## src/rtl/prio_enc_arb.sv

```systemverilog
// Registered MSB-priority encoder with a valid/ready result hold.
// Define PRIO_ENC_ROUND_ROBIN_EN for rotating (round-robin) priority.

module prio_enc_lane #(
  parameter int IDX_W = 3,
  parameter int LANE  = 0
) (
  input  logic             vld,
  input  logic [IDX_W-1:0] idx,
  output logic             hit
);
  assign hit = vld && (idx == IDX_W'(LANE));
endmodule

module prio_enc_arb #(
  parameter int WIDTH = 8,
  parameter int IDX_W = 3
) (
  input  logic             clk,
  input  logic             rst_n,
  input  logic [WIDTH-1:0] req,
  output logic             out_valid,
  input  logic             out_ready,
  output logic [IDX_W-1:0] out_idx,
  output logic [WIDTH-1:0] out_onehot,
  output logic             busy
);

  typedef enum logic {IDLE, HOLD} state_t;

  state_t           state;
  logic             any_req;
  logic             accept;
  logic [IDX_W-1:0] sel_idx;

  assign any_req = |req;
  assign accept  = out_valid & out_ready;
  assign busy    = out_valid;

`ifdef PRIO_ENC_ROUND_ROBIN_EN
  logic [IDX_W-1:0] rr_ptr;
  logic [IDX_W-1:0] ptr;
  logic             found;
  int               c;

  // On an accepting edge the new search must already start below the grant
  // being retired, so the pointer is taken from out_idx, not the stale rr_ptr.
  assign ptr = accept ? out_idx : rr_ptr;

  always_comb begin
    sel_idx = '0;
    found   = 1'b0;
    c       = 0;
    for (int k = 1; k <= WIDTH; k++) begin
      c = int'(ptr) - k;
      if (c < 0) c = c + WIDTH;
      if (!found && req[c]) begin
        sel_idx = IDX_W'(c);
        found   = 1'b1;
      end
    end
  end
`else
  always_comb begin
    sel_idx = '0;
    for (int i = 0; i < WIDTH; i++)
      if (req[i]) sel_idx = IDX_W'(i);
  end
`endif

  always_ff @(posedge clk or negedge rst_n) begin
    if (!rst_n) begin
      state     <= IDLE;
      out_valid <= 1'b0;
      out_idx   <= '0;
`ifdef PRIO_ENC_ROUND_ROBIN_EN
      rr_ptr    <= '0;
`endif
    end else begin
      case (state)
        IDLE: begin
          if (any_req) begin
            out_idx   <= sel_idx;
            out_valid <= 1'b1;
            state     <= HOLD;
          end
        end
        HOLD: begin
          if (accept) begin
`ifdef PRIO_ENC_ROUND_ROBIN_EN
            rr_ptr <= out_idx;
`endif
            if (any_req) begin
              out_idx <= sel_idx;
            end else begin
              out_valid <= 1'b0;
              state     <= IDLE;
            end
          end
        end
        default: begin
          out_valid <= 1'b0;
          state     <= IDLE;
        end
      endcase
    end
  end

  // One-hot is decoded from the registered index and gated by valid.
  for (genvar g = 0; g < WIDTH; g++) begin : g_lane
    prio_enc_lane #(.IDX_W(IDX_W), .LANE(g)) u_lane (
      .vld (out_valid),
      .idx (out_idx),
      .hit (out_onehot[g])
    );
  end

endmodule

```

## config.mk

```make
export PLATFORM = sky130hd
export DESIGN_NAME = prio_enc_arb
export DESIGN_NICKNAME = d
export VERILOG_FILES = /design/src/rtl/prio_enc_arb.sv
export SDC_FILE = /design/constraint.sdc
export NUM_CORES = 1
export LEC_CHECK = 0
export BUFFER_PORTS_ARGS = -buffer_cell sky130_fd_sc_hd__buf_4
export CAP_MARGIN = 0
export CORE_AREA = 2 2 39 41
export CTS_CLUSTER_DIAMETER = 80
export DETAILED_ROUTE_END_ITERATION = 16
export DIE_AREA = 0 0 41 43
export SLEW_MARGIN = 10
export SYNTH_ARGS = -nofsm -noshare
export SYNTH_HDL_FRONTEND = slang
export SYNTH_HIERARCHICAL = 1
export SYNTH_SLANG_ARGS = --single-unit
```

## constraint.sdc

```tcl
create_clock -name clk -period 1.2 [get_ports clk]
set_input_delay 0.12 -clock clk [delete_from_list [all_inputs] [get_ports clk]]
set_output_delay 0.12 -clock clk [all_outputs]
set_load 0.005 [all_outputs]
```

==> results of run 1 <==
[layout by cell type (no fill, tap or decap), drive strengths merged, types with 2 or more instances in the layout]
cell type / count
o31ai: 2
inv: 2
a21oi: 3
and4bb: 3
dfrtp: 5
clkbuf: 4
mux2: 2
and4b: 3
o21ai: 2
nor4: 2
buf: 32
nor2: 4
[cells by family (layout without fill, tap and decap cells)]
kind of cell           after synthesis  in the layout  synth area share, %
multiplexers                         2              2                 7.67
AO/OA/AOI/OAI                        9              9                 16.6
AND/OR/NAND/NOR                     16             16                 39.9
flip-flops                           5              5                 31.9
buffers and inverters                3             39                 3.84
[stage by stage]
stage                     setup WS, ns  total power [mW]  utilization [%]  cell area [sq um]  setup TNS (ns)
final                          -0.0326             0.630             51.2                708          -0.154
after detailed placement       0.00439             0.398             43.9                607               0
after CTS                      -0.0382             0.628             49.5                684          -0.207
after global placement          0.0171             0.394             43.9                607               0
after global routing           -0.0836             0.685             51.2                708          -0.597
after floorplan                 0.0291             0.285                -                392               0
[layer usage]
layer	routed length, um	up-vias	track usage [%]
li1	-	211	-
met1	376	179	14.1
met5	0	-	0
met3	91	2	4.71
met2	454	25	20.9
met4	16	0	10.0
[critical path, delay by kind of cell, from the launching register on]
family                 cells  cell delay (ns)
and+or+nand+nor            1             0.22
DFF                        1             0.38
buffers and inverters      2             0.27
[flip-flops by register name (all words and copies together) (netlist names)]
register and count:
busy 1, out_idx 3, state 1
[worst min-delay path by stage]
stage / depth (start not counted) / end / startpoint
final: 2 / busy / out_ready
after global routing: 2 / busy / out_ready
after CTS: 2 / busy / out_ready
after detailed placement: 1 / busy / rst_n
after global placement: 1 / out_idx[2] / rst_n
after floorplan: 0 / busy / rst_n
[layout make-up]
class	count	area, sq um
clock buffer	4	26.3
fill	139	676
inverter	2	7.51
multi-input combinational	27	256
sequential	5	129
tap	16	20.0
timing repair buffer	33	269
[power by group through the flow]
stage	Sequential [mW]	Combinational (mW)	Clock, mW
2_1_floorplan	0.212	0.0732	0
3_3_place_gp	0.213	0.182	0
3_5_place_dp	0.214	0.184	0
4_1_cts	0.210	0.213	0.205
5_1_grt	0.214	0.247	0.224
6_report	0.210	0.223	0.196
[synthesized netlist by cell type]
cell type / n
dfrtp_1: 5
a21oi_1: 3
and4b_1: 3
and4bb_2: 3
nor2_1: 3
inv_1: 2
mux2_4: 2
o21ai_0: 2
o31ai_1: 2
a21boi_4: 1
a31oi_1: 1
and2_2: 1
and4_1: 1
buf_4: 1
nand2b_1: 1
nor2_2: 1
nor4_2: 1
nor4_4: 1
nor4b_2: 1
[timing repair]
action,CTS,global route
endpoints found under the setup margin,8,11
resized for setup,7,4
hold buffers,1,0
buffers inserted,4,1
cloned,0,0
hold endpoints to repair,5,0
pin swaps,3,2
==> metrics.cfg, run 1 <==
[detailed_routing]
vias = 417
firstDrtPassIters = 3
ant_nets = 0
drt_wl_total_um = 938
wl_per_cell_um = 10.8
drc = 0
vias_per_cell = 4.79
drtIter0Drc = 3

[worst_setup_path]
cp.arrival_ns = 1.11
slowest_stage = dfrtp_1
critical_path_class = reg2out
crit_required_ns = 1.08
worst-path-max-fanout = 10
path_cells = buf_6, and4bb_2, buf_4
cp-endpoint = out_onehot[4]
max_stage_delay_ns = 0.38
worstReg2RegEnd = out_idx[1]
rrSetupSlack_ns = 0.01
r2r_cells = 4
worstSetupStartpoint = busy
cp-start-kind = register
crit_path_end_kind = output port
r2r_start = busy

[clocking]
clock-sinks = 5
clkSlewWorstSetupHoldPaths_ns = 0.04
cts-root-buf = clkbuf_4
cts_tree = built
clockBufferDepth = 2
htreeDepth = 1
clock_latency_ns = 0.24
cts_buffers = 3

[synthesis]
ys_ff_latch = 5
yosysSeqAreaShare_pct = 31.9
syn_inst = 35
synth_top_area_share_pct = 31.9
ys_types = 19
yosysTopAreaCell = dfrtp_1
ys_top_cells_by_area = dfrtp_1, and4bb_2, and4b_1, mux2_4, nor4_4
synth_fp_nets = 46
yosysWarnings = 6
syn_area_sq_um = 392
avgSynthCellArea_sq_um = 11.2

[power_and_ir_drop]
swShare_pct = 27.3
share_seq_of_total_power_pct = 33.4
peakVddDrop_mv = 0.383
switching_power_mw = 0.172
powerDensity_nw_per_um2 = 890
pwr-share-clk_pct = 31.2
share_comb_of_total_power_pct = 35.5
power.leakage_nw = 0.336
p_int_mw = 0.458

[timing]
hold_viol = 0
setup_viol = 7
rsz0062_at_grt = true
tightest_slew_ns = 0.253
holdWs_ns = 0.0806
timing.final.crit_share_pct = 103
slew_headroom_pct = 83.0
maxSlewViolCount = 0
skew_ns = 0.000486
fin_crit_ns = 1.23
setup_ws_ns = -0.0326
fmax_mhz = 811

[cells_and_area]
final_cells = 87
nNetsFinal = 83
area_growth_pct = 80.8
num_antenna_cells = 0
drive_gt1_share_pct = 69.0

[grt]
gr-usage-all-layers_pct = 13.5
antenna_found_initial = 0
grt_start_max_net_pins = 11
first_global_vias = 385
overflow = 0
grt_first_pass_wirelength_um = 1570

[floorplanning]
die_h_um = 43
die_area_sq_um = 1760
initial_core_util_pct = 28.3
io_pins = 24
core_area_sq_um = 1380
die_w_um = 41
rows = 14

[placed_design]
place_inst = 77
hpwl_um = 699
io_buffers = 23
gp_congestion = 0.736

[status]
status = complete, but fails checks
violations = setup timing

[hold_path]
hold_path.class = in2reg

[flow_run]
maxCapViolCount = 0

Power figures use the tool's default switching activity.
==> inputs of run 2 (changes only) <==
--- a/config.mk
+++ b/config.mk
@@ -11,6 +11,7 @@
 export CTS_CLUSTER_DIAMETER = 80
 export DETAILED_ROUTE_END_ITERATION = 16
 export DIE_AREA = 0 0 41 43
+export PLACE_DENSITY = 0.66
 export SLEW_MARGIN = 10
 export SYNTH_ARGS = -nofsm -noshare
 export SYNTH_HDL_FRONTEND = slang
==> run 2 against run 1 <==
Effect of this change:
- the run still ends with setup timing left
- sequential share of layout area is 0.62 points lower
- non-clock buffer count is 3 higher
- routed wire length is 7.5% higher
- global-route usage is 0.14 points lower
- via count is 3.1% higher
- total power is 2.2% higher
- register-to-register slack worse by 0.02 ns
- count of clock-buffer cells in the layout stayed put
- core utilization is 1.8 points higher
- final cell count is 3.4% higher
- critical path type unchanged
- largest cell class unchanged
- largest power group unchanged
- highest routed layer unchanged
==> metrics.cfg, run 2 (same netlist as run 1, synthesis figures left out) <==
[timing]
setup_viol = 10  ; was 7
setup_ws_ns = -0.0380  ; was -0.0326 ns
tightest_slew_ns = 0.231  ; was 0.253 ns
maxSlewViolCount = 0  ; unchanged
slew_headroom_pct = 84.5  ; was 83.0%
rsz0062_at_grt = true  ; unchanged
fmax_mhz = 808  ; was 811 MHz
timing.final.crit_share_pct = 103  ; about the same
skew_ns = 0.00155  ; was 0.000486 ns
fin_crit_ns = 1.24  ; was 1.23 ns
hold_viol = 0  ; unchanged
setup_tns_ns = -0.215  ; was -0.154 ns

[flow_run]
maxCapViolCount = 0  ; unchanged

[clocking]
htreeDepth = 1  ; unchanged
cts-root-buf = clkbuf_4  ; unchanged
clock-sinks = 5  ; unchanged
clock_latency_ns = 0.24  ; about the same
clockBufferDepth = 2  ; unchanged
cts_buffers = 3  ; unchanged
clkSlewWorstSetupHoldPaths_ns = 0.04  ; about the same
cts_tree = built  ; unchanged

[worst_setup_path]
critical_path_class = reg2out  ; unchanged
worstSetupStartpoint = out_idx[0]  ; was busy
r2r_cells = 4  ; unchanged
rrSetupSlack_ns = -0.01  ; was 0.01 ns
cp-start-kind = register  ; unchanged
crit_path_end_kind = output port  ; unchanged
cp.arrival_ns = 1.12  ; was 1.11 ns
r2r_start = busy  ; unchanged
crit_required_ns = 1.08  ; about the same
worst-path-max-fanout = 6  ; was 10

[detailed_routing]
drt_wl_total_um = 1010  ; was 938 um
firstDrtPassIters = 3  ; unchanged
drc = 0  ; unchanged
wl_per_cell_um = 11.2  ; was 10.8 um
drtIter0Drc = 3  ; unchanged
vias_per_cell = 4.78  ; was 4.79
vias = 430  ; was 417
ant_nets = 0  ; unchanged

[grt]
first_global_vias = 425  ; was 385
overflow = 0  ; unchanged
grt_start_max_net_pins = 11  ; unchanged
gr-usage-all-layers_pct = 13.4  ; was 13.5%
antenna_found_initial = 0  ; unchanged
grt_first_pass_wirelength_um = 1620  ; was 1570 um

[cells_and_area]
finish.utilization_pct = 53.0  ; was 51.2%
largest_reg_flops = 3  ; unchanged
layout_commonest_cell = buf_4  ; unchanged
nNetsFinal = 86  ; was 83
area_growth_pct = 87.2  ; was 80.8%
num_antenna_cells = 0  ; unchanged
mostFrequentLayoutCells = buf_4, buf_6  ; unchanged
largest_register = out_idx  ; unchanged
drive_gt1_share_pct = 70.3  ; was 69.0%

[placed_design]
place_ws_ns = -0.00795  ; was 0.00439 ns
gp_congestion = 0.757  ; was 0.736
io_buffers = 23  ; unchanged
hpwl_um = 746  ; was 699 um

[status]
violations = setup timing  ; unchanged
status = complete, but fails checks  ; unchanged

[floorplanning]
core_area_sq_um = 1380  ; unchanged
die_area_sq_um = 1760  ; unchanged
rows = 14  ; unchanged
initial_core_util_pct = 28.3  ; unchanged
die_w_um = 41  ; unchanged
die_h_um = 43  ; unchanged
io_pins = 24  ; unchanged

[power_and_ir_drop]
power.leakage_nw = 0.349  ; was 0.336 nW
peakVddDrop_mv = 0.322  ; was 0.383 mV
powerDensity_nw_per_um2 = 879  ; was 890 nW/um^2

[hold_path]
hold_path.class = in2reg  ; unchanged
hold_path_depth = 2  ; unchanged
hp-start = out_ready  ; unchanged

run 2: changes by cell type in the layout (fill, tap and decap cells not counted):
cell / change
buf_4: +1
buf_6: +2
nor2_4: -1
nor2_2: +1
run 2: layout make-up:
type / instances / area (sq um)
fill: 141 / 651
timing repair buffer: 36 / 299
multi-input combinational: 27 / 251
sequential: 5 / 129
clock buffer: 4 / 26.3
tap: 16 / 20.0
inverter: 2 / 7.51
run 2: where the power goes:
group          switching, mW  total, mW  internal, mW
combinational         0.0817      0.242         0.161
clock                 0.0655      0.191         0.125
sequential            0.0254      0.211         0.185
run 2: worst paths after layout:
check                                     end
worst max-delay path            out_onehot[3]
worst min-delay path                     busy
worst max register to register     out_idx[1]
worst min register to register           busy
max in group asynchronous          out_idx[2]
min in group asynchronous          out_idx[1]
run 2: critical path, stage by stage, from the launching register on:
cell and delay [ns]:
dfrtp_2 0.44, buf_6 0.14, and4b_1 0.17, buf_4 0.13
run 2: repair_timing:
action,CTS,global route
setup endpoints to repair,8,10
resized for setup,12,0
endpoints found under the hold margin,5,0
cloned,1,0
setup buffers,6,1
pin swaps,6,3
hold buffers,1,0
run 2: layer usage:
layer,vias up,routed length (um),global-route usage (%)
li1,216,-,-
met1,187,423,14.9
met2,23,481,22.5
met3,4,87,4.71
met4,0,16,4.00
met5,-,0,0
run 2: through the flow:
step / instances / hold slack [ns] / area [sq um] / power [mW]
after CTS: 89 / 0.0906 / 726 / 0.648
after floorplan: 35 / -0.176 / 392 / 0.285
after global routing: 90 / 0.0935 / 733 / 0.694
after global placement: 77 / -0.0775 / 607 / 0.393
final: 90 / 0.0896 / 733 / 0.644
after detailed placement: 77 / -0.0753 / 607 / 0.400
